`src/rtl/sdram_rd_arbiter_if.sv`:
```
// -----------------------------------------------------------------------------
// sdram_rd_arbiter_if
// Avalon-MM read-only port bundle. One instance is used for each requester
// link and one for the link to the SDRAM controller.
//   read          : read command, held until accepted
//   address       : byte address
//   waitrequest   : stall from the slave side
//   readdata      : response data
//   readdatavalid : one-cycle response strobe
// Modports:
//   master : the side that issues reads (requester, or the arbiter towards SDRAM)
//   slave  : the side that accepts reads (arbiter towards a requester)
// -----------------------------------------------------------------------------
interface sdram_rd_arbiter_if #(
   parameter int ADDR_W = 32,
   parameter int DATA_W = 32
);
   logic              read;
   logic [ADDR_W-1:0] address;
   logic              waitrequest;
   logic [DATA_W-1:0] readdata;
   logic              readdatavalid;

   modport master (
      output read, address,
      input  waitrequest, readdata, readdatavalid
   );

   modport slave (
      input  read, address,
      output waitrequest, readdata, readdatavalid
   );
endinterface

```
`src/rtl/sdram_rd_arbiter.sv`:
```
// -----------------------------------------------------------------------------
// sdram_rd_arbiter
// Shares one SDRAM controller read port between two Avalon-MM requesters
// (0: DNN accelerator fetch, 1: VGA framebuffer fetch). Round-robin grant,
// at most MAX_PEND reads outstanding at the controller, responses routed back
// in issue order through a FIFO of requester IDs.
// Ports:
//   clk        : system clock, rising edge
//   rst_n      : asynchronous active-low reset
//   m0, m1     : requester links (slave modport)
//   s          : SDRAM controller link (master modport)
//   busy       : command in flight or reads outstanding
//   err_orphan : sticky, a response arrived with no outstanding read
// -----------------------------------------------------------------------------
module sdram_rd_arbiter #(
   parameter int ADDR_W   = 32,
   parameter int DATA_W   = 32,
   parameter int MAX_PEND = 4
) (
   input  logic                 clk,
   input  logic                 rst_n,
   sdram_rd_arbiter_if.slave    m0,
   sdram_rd_arbiter_if.slave    m1,
   sdram_rd_arbiter_if.master   s,
   output logic                 busy,
   output logic                 err_orphan
);

   localparam int PTR_W = $clog2(MAX_PEND);
   localparam int CNT_W = PTR_W + 1;

   typedef enum logic {
      ST_IDLE  = 1'b0,
      ST_ISSUE = 1'b1
   } state_t;

   state_t              state_q;
   logic                s_read_q;
   logic [ADDR_W-1:0]   s_address_q;
   logic                grant_id_q;
   logic                last_grant_q;
   logic [CNT_W-1:0]    count_q;
   logic [CNT_W-1:0]    count_d;
   logic [PTR_W-1:0]    wr_ptr_q;
   logic [PTR_W-1:0]    rd_ptr_q;
   logic                id_fifo_q [MAX_PEND];
   logic [1:0]          rdv_q;
   logic [DATA_W-1:0]   rdata_q;
   logic                err_orphan_q;

   logic can_grant;
   logic win0;
   logic win1;
   logic push;
   logic pop;
   logic orphan;
   logic fifo_empty;
   logic head_id;

   // A grant looks only at the count as registered this cycle, so a pop in
   // the same cycle frees a slot one cycle later. rst_n gates the grant so
   // both waitrequests read high while reset is held.
   assign can_grant = rst_n && (state_q == ST_IDLE) && (count_q < CNT_W'(MAX_PEND));

   // On a tie the requester that did not win last time gets the slot.
   assign win0 = can_grant && m0.read && (!m1.read || last_grant_q);
   assign win1 = can_grant && m1.read && (!m0.read || !last_grant_q);

   assign push       = (state_q == ST_ISSUE) && !s.waitrequest;
   assign fifo_empty = (count_q == '0);
   assign pop        = s.readdatavalid && !fifo_empty;
   assign orphan     = s.readdatavalid && fifo_empty;
   assign head_id    = id_fifo_q[rd_ptr_q];

   always_comb begin
      count_d = count_q;
      if (push && !pop) begin
         count_d = count_q + CNT_W'(1);
      end else if (pop && !push) begin
         count_d = count_q - CNT_W'(1);
      end
   end

   always_ff @(posedge clk or negedge rst_n) begin
      if (!rst_n) begin
         state_q      <= ST_IDLE;
         s_read_q     <= 1'b0;
         s_address_q  <= '0;
         grant_id_q   <= 1'b0;
         last_grant_q <= 1'b1;
         count_q      <= '0;
         wr_ptr_q     <= '0;
         rd_ptr_q     <= '0;
         rdv_q        <= 2'b00;
         rdata_q      <= '0;
         err_orphan_q <= 1'b0;
      end else begin
         case (state_q)
            ST_IDLE: begin
               if (win0 || win1) begin
                  s_address_q  <= win1 ? m1.address : m0.address;
                  grant_id_q   <= win1;
                  last_grant_q <= win1;
                  s_read_q     <= 1'b1;
                  state_q      <= ST_ISSUE;
               end
            end
            ST_ISSUE: begin
               // Command and address stay frozen until the controller takes it.
               if (!s.waitrequest) begin
                  s_read_q <= 1'b0;
                  state_q  <= ST_IDLE;
               end
            end
            default: begin
               s_read_q <= 1'b0;
               state_q  <= ST_IDLE;
            end
         endcase

         if (push) begin
            wr_ptr_q <= wr_ptr_q + PTR_W'(1);
         end

         rdv_q <= 2'b00;
         if (pop) begin
            rd_ptr_q       <= rd_ptr_q + PTR_W'(1);
            rdv_q[head_id] <= 1'b1;
            rdata_q        <= s.readdata;
         end

         // Orphan data is dropped; only the sticky flag records it.
         if (orphan) begin
            err_orphan_q <= 1'b1;
         end

         count_q <= count_d;
      end
   end

   // ID storage needs no reset: the pointers and count define which entries
   // are live.
   always_ff @(posedge clk) begin
      if (push) begin
         id_fifo_q[wr_ptr_q] <= grant_id_q;
      end
   end

   assign m0.waitrequest   = !win0;
   assign m0.readdata      = rdata_q;
   assign m0.readdatavalid = rdv_q[0];
   assign m1.waitrequest   = !win1;
   assign m1.readdata      = rdata_q;
   assign m1.readdatavalid = rdv_q[1];

   assign s.read    = s_read_q;
   assign s.address = s_address_q;

   assign busy       = (state_q == ST_ISSUE) || (count_q != '0);
   assign err_orphan = err_orphan_q;

endmodule

```
`src/flat_wrapper.sv`:
```
// flat-port wrapper written by rule: the top's interface ports become plain ports
module sdram_rd_arbiter_flat 
#(
   parameter int ADDR_W   = 32,
   parameter int DATA_W   = 32,
   parameter int MAX_PEND = 4
)
  (clk, rst_n, busy, err_orphan, m0_read, m0_address, m0_waitrequest, m0_readdata, m0_readdatavalid, m1_read, m1_address, m1_waitrequest, m1_readdata, m1_readdatavalid, s_read, s_address, s_waitrequest, s_readdata, s_readdatavalid);
  sdram_rd_arbiter_if #(.ADDR_W(ADDR_W), .DATA_W(DATA_W)) m0_i ();
  sdram_rd_arbiter_if #(.ADDR_W(ADDR_W), .DATA_W(DATA_W)) m1_i ();
  sdram_rd_arbiter_if #(.ADDR_W(ADDR_W), .DATA_W(DATA_W)) s_i ();
  input  logic clk;
  input  logic rst_n;
  output logic busy;
  output logic err_orphan;
  input wire logic [$bits(m0_i.read)-1:0] m0_read;
  input wire logic [$bits(m0_i.address)-1:0] m0_address;
  output wire logic [$bits(m0_i.waitrequest)-1:0] m0_waitrequest;
  output wire logic [$bits(m0_i.readdata)-1:0] m0_readdata;
  output wire logic [$bits(m0_i.readdatavalid)-1:0] m0_readdatavalid;
  input wire logic [$bits(m1_i.read)-1:0] m1_read;
  input wire logic [$bits(m1_i.address)-1:0] m1_address;
  output wire logic [$bits(m1_i.waitrequest)-1:0] m1_waitrequest;
  output wire logic [$bits(m1_i.readdata)-1:0] m1_readdata;
  output wire logic [$bits(m1_i.readdatavalid)-1:0] m1_readdatavalid;
  output wire logic [$bits(s_i.read)-1:0] s_read;
  output wire logic [$bits(s_i.address)-1:0] s_address;
  input wire logic [$bits(s_i.waitrequest)-1:0] s_waitrequest;
  input wire logic [$bits(s_i.readdata)-1:0] s_readdata;
  input wire logic [$bits(s_i.readdatavalid)-1:0] s_readdatavalid;
  assign m0_i.read = m0_read;
  assign m0_i.address = m0_address;
  assign m0_waitrequest = m0_i.waitrequest;
  assign m0_readdata = m0_i.readdata;
  assign m0_readdatavalid = m0_i.readdatavalid;
  assign m1_i.read = m1_read;
  assign m1_i.address = m1_address;
  assign m1_waitrequest = m1_i.waitrequest;
  assign m1_readdata = m1_i.readdata;
  assign m1_readdatavalid = m1_i.readdatavalid;
  assign s_read = s_i.read;
  assign s_address = s_i.address;
  assign s_i.waitrequest = s_waitrequest;
  assign s_i.readdata = s_readdata;
  assign s_i.readdatavalid = s_readdatavalid;
  sdram_rd_arbiter #(.ADDR_W(ADDR_W), .DATA_W(DATA_W), .MAX_PEND(MAX_PEND)) u_core (.clk(clk), .rst_n(rst_n), .m0(m0_i), .m1(m1_i), .s(s_i), .busy(busy), .err_orphan(err_orphan));
endmodule
```
`config.mk`:
```
export PLATFORM = sky130hd
export DESIGN_NAME = sdram_rd_arbiter_flat
export DESIGN_NICKNAME = d
export VERILOG_FILES = /design/src/rtl/sdram_rd_arbiter_if.sv /design/src/rtl/sdram_rd_arbiter.sv /design/src/flat_wrapper.sv
export SDC_FILE = /design/constraint.sdc
export NUM_CORES = 1
export LEC_CHECK = 0
export ABC_AREA = 1
export ABC_CLOCK_PERIOD_IN_PS = 2440
export CORE_UTILIZATION = 30
export DETAILED_ROUTE_END_ITERATION = 16
export MAX_ROUTING_LAYER = met4
export SYNTH_ARGS = -nofsm -noshare
export SYNTH_HDL_FRONTEND = slang
export SYNTH_SLANG_ARGS = --single-unit
```
`constraint.sdc`:
```
create_clock -name clk -period 2.44 [get_ports clk]
set_input_delay 0.488 -clock clk [delete_from_list [all_inputs] [get_ports clk]]
set_output_delay 0.488 -clock clk [all_outputs]
set_load 0.01 [all_outputs]
```
# Yosys cells after proc, flatten, opt, wreduce, memory -nomap -nowiden

Memory sizes are Yosys's and may differ from the RTL's.
Index checks and enable logic that the tools add are counted.

Flip-flop bits (word level): 78
Input port bits: 102
Bits in writable memories: 4
Memories: 1

Memory list:

| memory           | depth | bits a word | rd ports | clocked after memory_dff | write ports | line                   | RTL |
|---|---|---|---|---|---|---|---|
| u_core.id_fifo_q | 4     | 1           | 1        | 0                        | 1           | sdram_rd_arbiter.sv:46 | `logic id_fifo_q [MAX_PEND];` |

$add $sub $neg: 4
Eq/ne operators: 2
Reduce and logical (&&, ||, !) cells: 30
$lt $le $gt $ge: 3
Bitwise operators: 1
Multiplexer cells: 14

Operators with widths:

| operator                                                                     | number |
|---|---|
| 32-bit 2-to-1 mux                                                            | 1 |
| 1-bit logical AND                                                            | 12 |
| 1-bit logical NOT                                                            | 9 |
| 1-bit 2-to-1 mux                                                             | 7 |
| 3-bit 2-to-1 mux                                                             | 2 |
| 2-bit by 1-bit adder with 2-bit output, second input constant                | 2 |
| 1-bit logical OR                                                             | 4 |
| 2-bit inequality test, second input constant                                 | 2 |
| 1-bit one-hot mux with 2 select lines                                        | 2 |
| 2-bit AND reduction                                                          | 2 |
| 3-bit by 1-bit adder with 3-bit output, second input constant                | 1 |
| 3-bit logical NOT                                                            | 1 |
| 3-bit less-than comparator, second input constant                            | 1 |
| 3-bit nonzero test                                                           | 1 |
| 3-bit by 1-bit subtractor with 3-bit output, second input constant           | 1 |
| 1-bit by 2-bit less-than comparator with 1-bit output, second input constant | 1 |
| 2-bit 2-to-1 mux                                                             | 1 |
| 2-bit nonzero test                                                           | 1 |
| 1-bit demux with 1-bit select                                                | 1 |
| 1-bit greater-or-equal comparator, second input constant                     | 1 |
| 1-bit inverter                                                               | 1 |

# Depth between registers and ports, before layout

Gate-level depths: netlist of the first run.

Depth after elaboration: 8
Mapped depth: 10
Depth with buffers taken out: 9

# Worst setup path after synthesis of the first run

OpenSTA, ideal clock, no wires.

Kind: reg2reg
From: reg u_core.count_q[0]
To: reg u_core.count_q[2]
Path slack: 0.398 ns
Period minus slack after synthesis: 2.042 ns
Stages on the path, launching flop included: 11
Arrival: 1.911 ns
Path buffers: 1
Cell sequence: dfrtp_1 nor2_1 nand2_1 nand2_2 buf_2 ha_1 inv_1 fa_1 a21oi_1 o21ai_0 xor2_1

Cells in the longest elaborated chain, start to end: 6
Elaborated cells between the ends (all ways): 11
Those cells by class: add/sub (2); mux (2); reduce/logical (7)

RTL lines:

| what                                                                                                | line                    | RTL |
|---|---|---|
| from (decl)                                                                                         | sdram_rd_arbiter.sv:42  | `logic [CNT_W-1:0] count_q;` |
| from (signal assigned)                                                                              | sdram_rd_arbiter.sv:137 | `count_q <= count_d;` |
| parallel branches: the longest is 6 deep, another holds 3-bit by 1-bit subtractor with 3-bit output | --                      |  |

Several ways; the timed one is not identified. The select of a mux whose other input is x is not followed.
A chain may end at the register's enable or synchronous reset.

# Final worst setup path of the first run

From: in m0_read
To: out m0_waitrequest

Cells in the longest elaborated chain, start to end: 3

RTL lines:

| what                            | line                    | RTL |
|---|---|---|
| from (decl)                     | flat_wrapper.sv:16      | `input wire logic [$bits(m0_i.read)-1:0] m0_read;` |
| 1-bit logical AND (2 in series) | sdram_rd_arbiter.sv:66  | `assign win0 = can_grant && m0.read && (!m1.read \|\| last_grant_q);` |
| 1-bit logical NOT               | sdram_rd_arbiter.sv:149 | `assign m0.waitrequest = !win0;` |
| to (decl)                       | flat_wrapper.sv:18      | `output wire logic [$bits(m0_i.waitrequest)-1:0] m0_waitrequest;` |

Every way passes these cells.

==> results of run 1 <==
layout make-up:
cell class | count | area, um2 | share of cell area, %
repair buffers | 213 | 2107 | 33.05
flip-flops and latches | 82 | 2073 | 32.52
well taps | 176 | 220.2 | 3.454
clock buffers | 9 | 225.2 | 3.533
multi-input cells | 307 | 1388 | 21.77
clock inverters | 7 | 68.82 | 1.079
inverters | 78 | 292.8 | 4.593
Yosys cell counts:
cell | number | share of area, %
buf_2 | 18 | 2.2
nand2_1 | 202 | 18
nand2_2 | 2 | 0.30
a31o_2 | 1 | 0.21
a21boi_1 | 1 | 0.18
o21a_1 | 1 | 0.18
o21ai_0 | 5 | 0.61
o21ai_2 | 1 | 0.21
a21oi_4 | 1 | 0.40
fa_1 | 1 | 0.49
nand2_4 | 2 | 0.55
nand3_1 | 65 | 7.9
mux2_2 | 1 | 0.27
dfstp_2 | 1 | 0.64
nor2_4 | 1 | 0.27
inv_2 | 5 | 0.46
inv_1 | 73 | 6.7
edfxtp_1 | 4 | 2.9
xnor2_1 | 1 | 0.21
xor2_1 | 3 | 0.64
ha_1 | 5 | 1.5
buf_6 | 3 | 0.82
nor2_1 | 12 | 1.1
dfrtp_1 | 77 | 47
a21oi_1 | 2 | 0.24
buf_4 | 32 | 5.8
metrics by stage:
stage	cell area, um2	setup WS [ns]	cells	util [%]
2_1_floorplan	4118	0.3981	520	-
3_3_place_gp	6081	0.1220	856	45.74
3_5_place_dp	6081	0.1027	856	45.74
4_1_cts	6375	0.09430	872	47.95
5_1_grt	6375	0.04805	872	47.95
6_report	6375	0.1020	872	47.95
cells by family (layout without fill, tap and decap cells):
group / count (synthesis) / after routing
compound gates: 12 / 12
simple gates: 284 / 284
flops: 82 / 82
mux: 1 / 1
xor+xnor: 4 / 4
fa+ha+maj: 6 / 6
buf+inv: 131 / 307
registers in the layout (all words and copies together) (netlist names):
| register | cells |
|---|---|
| u_core.count_q | 3 |
| u_core.err_orphan | 1 |
| u_core.grant_id_q | 1 |
| u_core.id_fifo_q | 4 |
| u_core.last_grant_q | 1 |
| u_core.m0.readdata | 32 |
| u_core.rd_ptr_q | 2 |
| u_core.rdv_q | 2 |
| u_core.s.address | 32 |
| u_core.s.read | 1 |
| u_core.state_q | 1 |
| u_core.wr_ptr_q | 2 |
final timing paths:
kind / startpoint / end / depth (start not counted)
setup / recovery: m0_read / m0_waitrequest / 4
hold / removal: rst_n / u_core.wr_ptr_q[0]$_DFFE_PN0N_ / 2
setup reg to reg: u_core.count_q[0]$_DFFE_PN0P_ / u_core.count_q[2]$_DFFE_PN0P_ / 9
hold reg to reg: u_core.err_orphan$_DFFE_PN0P_ / u_core.err_orphan$_DFFE_PN0P_ / 1
max in group asynchronous: rst_n / u_core.m0.readdata[15]$_DFFE_PN0P_ / 2
min in group clk: u_core.err_orphan$_DFFE_PN0P_ / u_core.err_orphan$_DFFE_PN0P_ / 1
power groups by stage:
stage | combinational [mW] | sequential (mW) | clock [mW]
2_1_floorplan | 1.33 | 2.50 | 0
3_3_place_gp | 3.00 | 2.32 | 0
3_5_place_dp | 3.03 | 2.34 | 0
4_1_cts | 3.03 | 2.34 | 1.38
5_1_grt | 3.29 | 2.41 | 1.44
6_report | 2.98 | 2.33 | 1.33
metal layers:
layer,up-vias,GRT usage (%),share of wire (%)
met1,1655,20.67,46
met5,-,-,0
li1,1876,-,-
met4,0,5.696,1.3
met2,167,26.31,45
met3,9,3.927,7.7
==> flow_summary.toml, run 1 <==
[synthesis]
synth_seq_cells = 82
synthAdderAreaFrac_pct = 2.005
synth.area.mux_share_pct = 0.2735
synthXorXnorAreaFrac_pct = 0.8508
syn_inst = 520
post_synth.cell_area_avg_um2 = 7.919
synth_compound_area_share_pct = 2.036
synth_cell_types = 26
ys_seq_area_share_pct = 50.35
synthSimpleGateAreaFrac_pct = 28.53
synth_warnings = 0
synth_top_family_by_area = "simple AND/OR/NAND/NOR gates"
synth_nets = 628
synth_area_um2 = 4118

[power]
swShare_pct = 34.98
power.switching_mw = 2.325
vdd_ir_drop_max_uv = 373.6
leakagePower_nw = 3.196
p_per_area_nw_per_um2 = 1042
p_int_mw = 4.320
comb_power_share_pct = 44.9
finalPower_mw = 6.645
seq_power_share_pct = 35.1
pwr-share-clk_pct = 20.0

[critical_path]
end_kind = "output port"
crit_type = "input port to output port"
regToRegSetupSlack_ns = 0.55
critPathSlowestCell = "clkdlybuf4s50_1"
crit_path_frequent_cell = "clkdlybuf4s50_1"
required_ns = 1.95
path_cells = "clkdlybuf4s50_1 -> a21boi_1 -> nand2_2 -> clkdlybuf4s50_1"
cp_max_fo = 2
max_stage_delay_ns = 0.51
critPathLaunchType = "input port"
arrival_ns = 1.85
worst-path-buf-inv = 2
critPathTopFamily = "buffers and inverters"

[cts]
cts_tree = "yes"
cts.repair.resized = 0
cts_root_buf = "clkbuf_16"
numCtsBuffers = 9
cts.clk_slew.worst_paths_ns = 0.06
clk_latency_ns = 0.33
post_cts_buffers = 0
clock_sinks = 82
postCtsHoldBufs = 0
cts_max_path_buffers = 2
ctsHtreeMaxLevel = 3

[timing]
relSlewSlack_pct = 34.63
slew_viol_final = 0
setup_violations = 0
hold_viol_final = 0
setup_tns_ns = 0
fin_crit_ns = 2.338
period_share_pct = 95.82
whs_ns = 0.4365
tightestPinTransition_ns = 0.9806
worst_clock_skew_ns = 0.005316
fmax_mhz = 427.7
rsz0062_at_grt = "no"

[die]
start_util_pct = 30.97
die_x_um = 119.2
std_cell_rows = 42
boundaryPins = 205
core-area_um2 = 13300
die_area_um2 = 14200
die_y_um = 119.2

[global_routing]
grt_max_degree = 79
grt-ovfl-total = 0
grt_usage_pct = 16.57
grt_pass1_wl_um = 17880
first_global_vias = 3655
antenna_found_initial = 0

[placement]
port_buffers = 204
dp_hpwl_um = 7952
place.gp.congestion = 0.8218

[cells_and_area]
antenna_cells = 0
final_common_cell = "clkdlybuf4s50_1"
area_growth_pct = 54.82
num-fill-cells = 1314
drive_gt1_share_pct = 5.747
finalNetCount = 799
final_cell_mix = "203 x clkdlybuf4s50_1, 202 x nand2_1, 77 x dfrtp_1, 73 x inv_1, 65 x nand3_1"

[job]
maxCapViolCount = 0

[route]
drc = 0
drtAntennaViolNets = 0
route.vias.total = 3707
routed_wl_um = 10900
drt-initial-drc-count = 200
drt_first_pass_iters = 4
via_per_inst = 4.251
wl_per_cell_um = 12.49

[outcome]
status = "finished, final reports clean"

[hold_path]
min_path_type = "input port to asynchronous set/reset pin"
(Power assumes the default switching activity.)
==> run 2, diff against run 1 <==
--- a/config.mk
+++ b/config.mk
@@ -8,8 +8,10 @@
 export ABC_AREA = 1
 export ABC_CLOCK_PERIOD_IN_PS = 2440
 export CORE_UTILIZATION = 30
+export CTS_CLUSTER_DIAMETER = 150
 export DETAILED_ROUTE_END_ITERATION = 16
 export MAX_ROUTING_LAYER = met4
+export SLEW_MARGIN = 20
 export SYNTH_ARGS = -nofsm -noshare
 export SYNTH_HDL_FRONTEND = slang
 export SYNTH_SLANG_ARGS = --single-unit
==> flow_summary.toml, run 2 (same netlist as run 1, synthesis figures left out) <==
[die]
die_y_um = 119.2
start_util_pct = 30.97
core-area_um2 = 13300
std_cell_rows = 42
die_area_um2 = 14200
die_x_um = 119.2
boundaryPins = 205

[route]
routed_wl_um = 10900
via_per_inst = 4.252
drc = 0
drt_first_pass_iters = 4
drtAntennaViolNets = 0
wl_per_cell_um = 12.50
route.vias.total = 3708
drt-initial-drc-count = 210

[global_routing]
grt_pass1_wl_um = 17880
antenna_found_initial = 0
grtUsageMet2_pct = 26.31
use_met1_pct = 20.67
grt_usage_pct = 16.57
grt_max_degree = 79
grt-busiest-layer = "met2"
grtUsageMet3_pct = 3.927
grt-ovfl-total = 0
first_global_vias = 3655

[cts]
cts_max_path_buffers = 2
clock_sinks = 82
cts_tree = "yes"
cts_root_buf = "clkbuf_16"
postCtsHoldBufs = 0
numCtsBuffers = 9
ctsHtreeMaxLevel = 3
clk_latency_ns = 0.33
cts.clk_slew.worst_paths_ns = 0.06
cts.repair.resized = 0
post_cts_buffers = 0

[power]
p_per_area_nw_per_um2 = 1042
finalPower_mw = 6.646
vdd_ir_drop_max_uv = 373.6
leakagePower_nw = 3.197

[placement]
place_inst = 856
place.gp.congestion = 0.8218
port_buffers = 204
dp_hpwl_um = 7952

[timing]
period_share_pct = 95.82
fin_crit_ns = 2.338
rsz0062_at_grt = "no"
slew_viol_final = 0
setup_tns_ns = 0
setup_violations = 0
hold_viol_final = 0
tightestPinTransition_ns = 0.7059
fmax_mhz = 427.7
relSlewSlack_pct = 52.94
worst_clock_skew_ns = 0.005316

[cells_and_area]
instances_no_fill = 872
antenna_cells = 0
final_cell_mix = "203 x clkdlybuf4s50_1, 202 x nand2_1, 77 x dfrtp_1, 73 x inv_1, 65 x nand3_1"
num-fill-cells = 1314
finalNetCount = 799
final_common_cell = "clkdlybuf4s50_1"
drive_gt1_share_pct = 5.747
area_growth_pct = 54.91

[hold_path]
min_path_type = "input port to asynchronous set/reset pin"

[critical_path]
arrival_ns = 1.85
cp_max_fo = 2
critPathSlowestCell = "clkdlybuf4s50_1"
crit_type = "input port to output port"
max_stage_delay_ns = 0.51
end_kind = "output port"
crit_path_frequent_cell = "clkdlybuf4s50_1"
path_cells = "clkdlybuf4s50_1 -> a21boi_1 -> nand2_2 -> clkdlybuf4s50_1"
critPathLaunchType = "input port"
required_ns = 1.95

[outcome]
status = "finished, final reports clean"

[job]
maxCapViolCount = 0
run 2: cell types whose count changed in the layout (fill, tap and decap cells not counted):
cell	delta
buf_4	-1
buf_6	+1
run 2: per-layer routing:
metal  vias to the layer above  wire length [um]
met5                         -                 0
met4                         0               142
met3                         9               840
met2                       167              4930
met1                      1656              4984
li1                       1876                 -
run 2: worst paths after layout:
check                                         startpoint                            endpoint  slack [ns]  cells after the start
max                                              m0_read                      m0_waitrequest        0.10                      4
min                                                rst_n      u_core.wr_ptr_q[0]$_DFFE_PN0N_        0.31                      2
max reg2reg                u_core.count_q[0]$_DFFE_PN0P_       u_core.count_q[2]$_DFFE_PN0P_        0.55                      9
min reg2reg                u_core.err_orphan$_DFFE_PN0P_       u_core.err_orphan$_DFFE_PN0P_        0.47                      1
max in group asynchronous                          rst_n  u_core.m0.readdata[15]$_DFFE_PN0P_        1.66                      2
min in group clk           u_core.err_orphan$_DFFE_PN0P_       u_core.err_orphan$_DFFE_PN0P_        0.47                      1
run 2: worst max-delay path, delay by kind of cell:
kind            cells  cell delay (ns)
compound gates      1             0.27
simple gates        1             0.09
buf+inv             2             1.00
run 2: where the power goes:
part           switching [mW]  internal (mW)  leakage (nW)
combinational            1.39           1.60          2.07
sequential              0.400           1.93         0.985
clock                   0.538          0.790         0.143
total                    2.32           4.32          3.20
run 2: metrics by stage:
step	worst slack, ns	util [%]	area, um2	hold slack [ns]
4_1_cts	0.09430	47.95	6375	0.4785
5_1_grt	0.04805	47.98	6379	0.3821
3_5_place_dp	0.1027	45.74	6081	0.4656
6_report	0.1020	47.98	6379	0.3101
3_3_place_gp	0.1220	45.74	6081	0.4516
2_1_floorplan	0.3981	-	4118	0.1924
run 2: cell type report:
cell class / count / area, um2 / share of cell area (%)
Clock buffer: 9 / 225.2 / 3.531
Inverter: 78 / 292.8 / 4.590
Clock inverter: 7 / 68.82 / 1.079
Sequential cell: 82 / 2073 / 32.50
Multi-Input combinational cell: 307 / 1388 / 21.75
Tap cell: 176 / 220.2 / 3.452
Timing Repair Buffer: 213 / 2111 / 33.09
==> run 3, diff against run 2 <==
--- a/config.mk
+++ b/config.mk
@@ -7,10 +7,12 @@
 export LEC_CHECK = 0
 export ABC_AREA = 1
 export ABC_CLOCK_PERIOD_IN_PS = 2440
-export CORE_UTILIZATION = 30
+export CORE_UTILIZATION = 40
 export CTS_CLUSTER_DIAMETER = 150
 export DETAILED_ROUTE_END_ITERATION = 16
 export MAX_ROUTING_LAYER = met4
+export PLACE_DENSITY = 0.8
+export SKIP_LAST_GASP = 1
 export SLEW_MARGIN = 20
 export SYNTH_ARGS = -nofsm -noshare
 export SYNTH_HDL_FRONTEND = slang
==> flow_summary.toml, run 3 (same netlist as run 1, synthesis figures left out) <==
[outcome]
status = "finished, final reports clean"

[cts]
clk_latency_ns = 0.34
cts_max_path_buffers = 2
cts_tree = "yes"
cts.clk_slew.worst_paths_ns = 0.07
ctsHtreeMaxLevel = 3
numCtsBuffers = 9
postCtsHoldBufs = 0
cts.repair.resized = 0
cts_root_buf = "clkbuf_8"
clock_sinks = 82
post_cts_buffers = 0

[power]
finalPower_mw = 6.267
leakagePower_nw = 3.154
vdd_ir_drop_max_uv = 561.8
p_per_area_nw_per_um2 = 1007
p_int_mw = 4.024
power.switching_mw = 2.243
seq_power_share_pct = 37.2
comb_power_share_pct = 47.9
swShare_pct = 35.80
pwr-share-clk_pct = 14.9

[timing]
rsz0062_at_grt = "no"
fin_crit_ns = 2.253
relSlewSlack_pct = 35.58
slew_viol_final = 0
period_share_pct = 92.34
fmax_mhz = 443.8
worst_clock_skew_ns = 0.01301
setup_violations = 0
hold_viol_final = 0
setup_tns_ns = 0
postLayoutSetupSlackWorst_ns = 0.1870
tightestPinTransition_ns = 0.9663

[route]
via_per_inst = 4.590
route.vias.total = 3805
routed_wl_um = 10510
wl_per_cell_um = 12.67
drtAntennaViolNets = 0
drt_first_pass_iters = 4
drt-initial-drc-count = 106
drc = 0

[critical_path]
crit_path_frequent_cell = "clkdlybuf4s50_1"
max_stage_delay_ns = 0.49
path_cells = "clkdlybuf4s50_1 -> a21boi_1 -> nand2_2 -> clkdlybuf4s50_1"
required_ns = 1.95
end_kind = "output port"
cp_max_fo = 2
crit_type = "input port to output port"
critPathTopFamily = "buffers and inverters"
critPathSlowestCell = "clkdlybuf4s50_1"
critPathLaunchType = "input port"
arrival_ns = 1.77
worst-path-buf-inv = 2

[cells_and_area]
area_growth_pct = 51.20
finalInstanceArea_um2 = 6226
antenna_cells = 0
final_cell_mix = "203 x clkdlybuf4s50_1, 202 x nand2_1, 77 x dfrtp_1, 73 x inv_1, 65 x nand3_1"
drive_gt1_share_pct = 5.747
multi_input_area_um2 = 1388
instances_no_fill = 829
num-fill-cells = 814
final_common_cell = "clkdlybuf4s50_1"
finalNetCount = 801
seqCellArea_um2 = 2073

[die]
start_util_pct = 41.74
core-area_um2 = 9864
die_x_um = 103.5
boundaryPins = 205
die_y_um = 103.5
die_area_um2 = 10700
std_cell_rows = 36

[placement]
place_ws_ns = 0.1587
dpl_cell_area_um2 = 6042
dp_hpwl_um = 7999
place_inst = 815
port_buffers = 204
place.gp.congestion = 0.8366

[global_routing]
grt_usage_pct = 20.79
first_global_vias = 3571
antenna_found_initial = 0
grt-ovfl-total = 0
grt_max_degree = 79
grt_pass1_wl_um = 16420

[hold_path]
min_path_type = "input port to asynchronous set/reset pin"

[job]
maxCapViolCount = 0
-- run 3: metal layers --
metal / global-route usage (%) / part of all wire [%]
met1: 23.44 / 40
met2: 34.64 / 49
met3: 5.712 / 9.3
met4: 8.992 / 1.4
met5: - / 0
-- run 3: per-stage QoR --
stage	utilization (%)	hold WS, ns
floorplan	-	0.1924
CTS	63.12	0.4229
global placement	61.25	0.4516
detailed placement	61.25	0.4621
global route	63.12	0.4893
finish	63.12	0.3833
-- run 3: area by class of cell --
type | count | area share, %
clock inverters | 3 | 0.6833
flip-flops and latches | 82 | 33.30
multi-input cells | 307 | 22.29
well taps | 133 | 2.673
repair buffers | 215 | 34.08
clock buffers | 11 | 2.271
inverters | 78 | 4.703
-- run 3: final timing paths --
path	start	endpoint	slack, ns	cells after the start
setup / recovery	m0_read	m0_waitrequest	0.19	4
hold / removal	rst_n	u_core.count_q[1]$_DFFE_PN0P_	0.38	2
setup reg to reg	u_core.count_q[0]$_DFFE_PN0P_	u_core.count_q[2]$_DFFE_PN0P_	0.43	9
hold reg to reg	u_core.err_orphan$_DFFE_PN0P_	u_core.err_orphan$_DFFE_PN0P_	0.48	1
max in group asynchronous	rst_n	u_core.err_orphan$_DFFE_PN0P_	1.41	2
min in group clk	u_core.err_orphan$_DFFE_PN0P_	u_core.err_orphan$_DFFE_PN0P_	0.48	1
-- run 3: power by group through the flow --
stage	clock network [mW]	logic, mW	registers (mW)
after detailed placement	0	3.03	2.35
after floorplan	0	1.33	2.50
final	0.932	3.00	2.33
after global routing	1.02	3.33	2.40
after CTS	0.967	3.03	2.34
after global placement	0	2.95	2.32
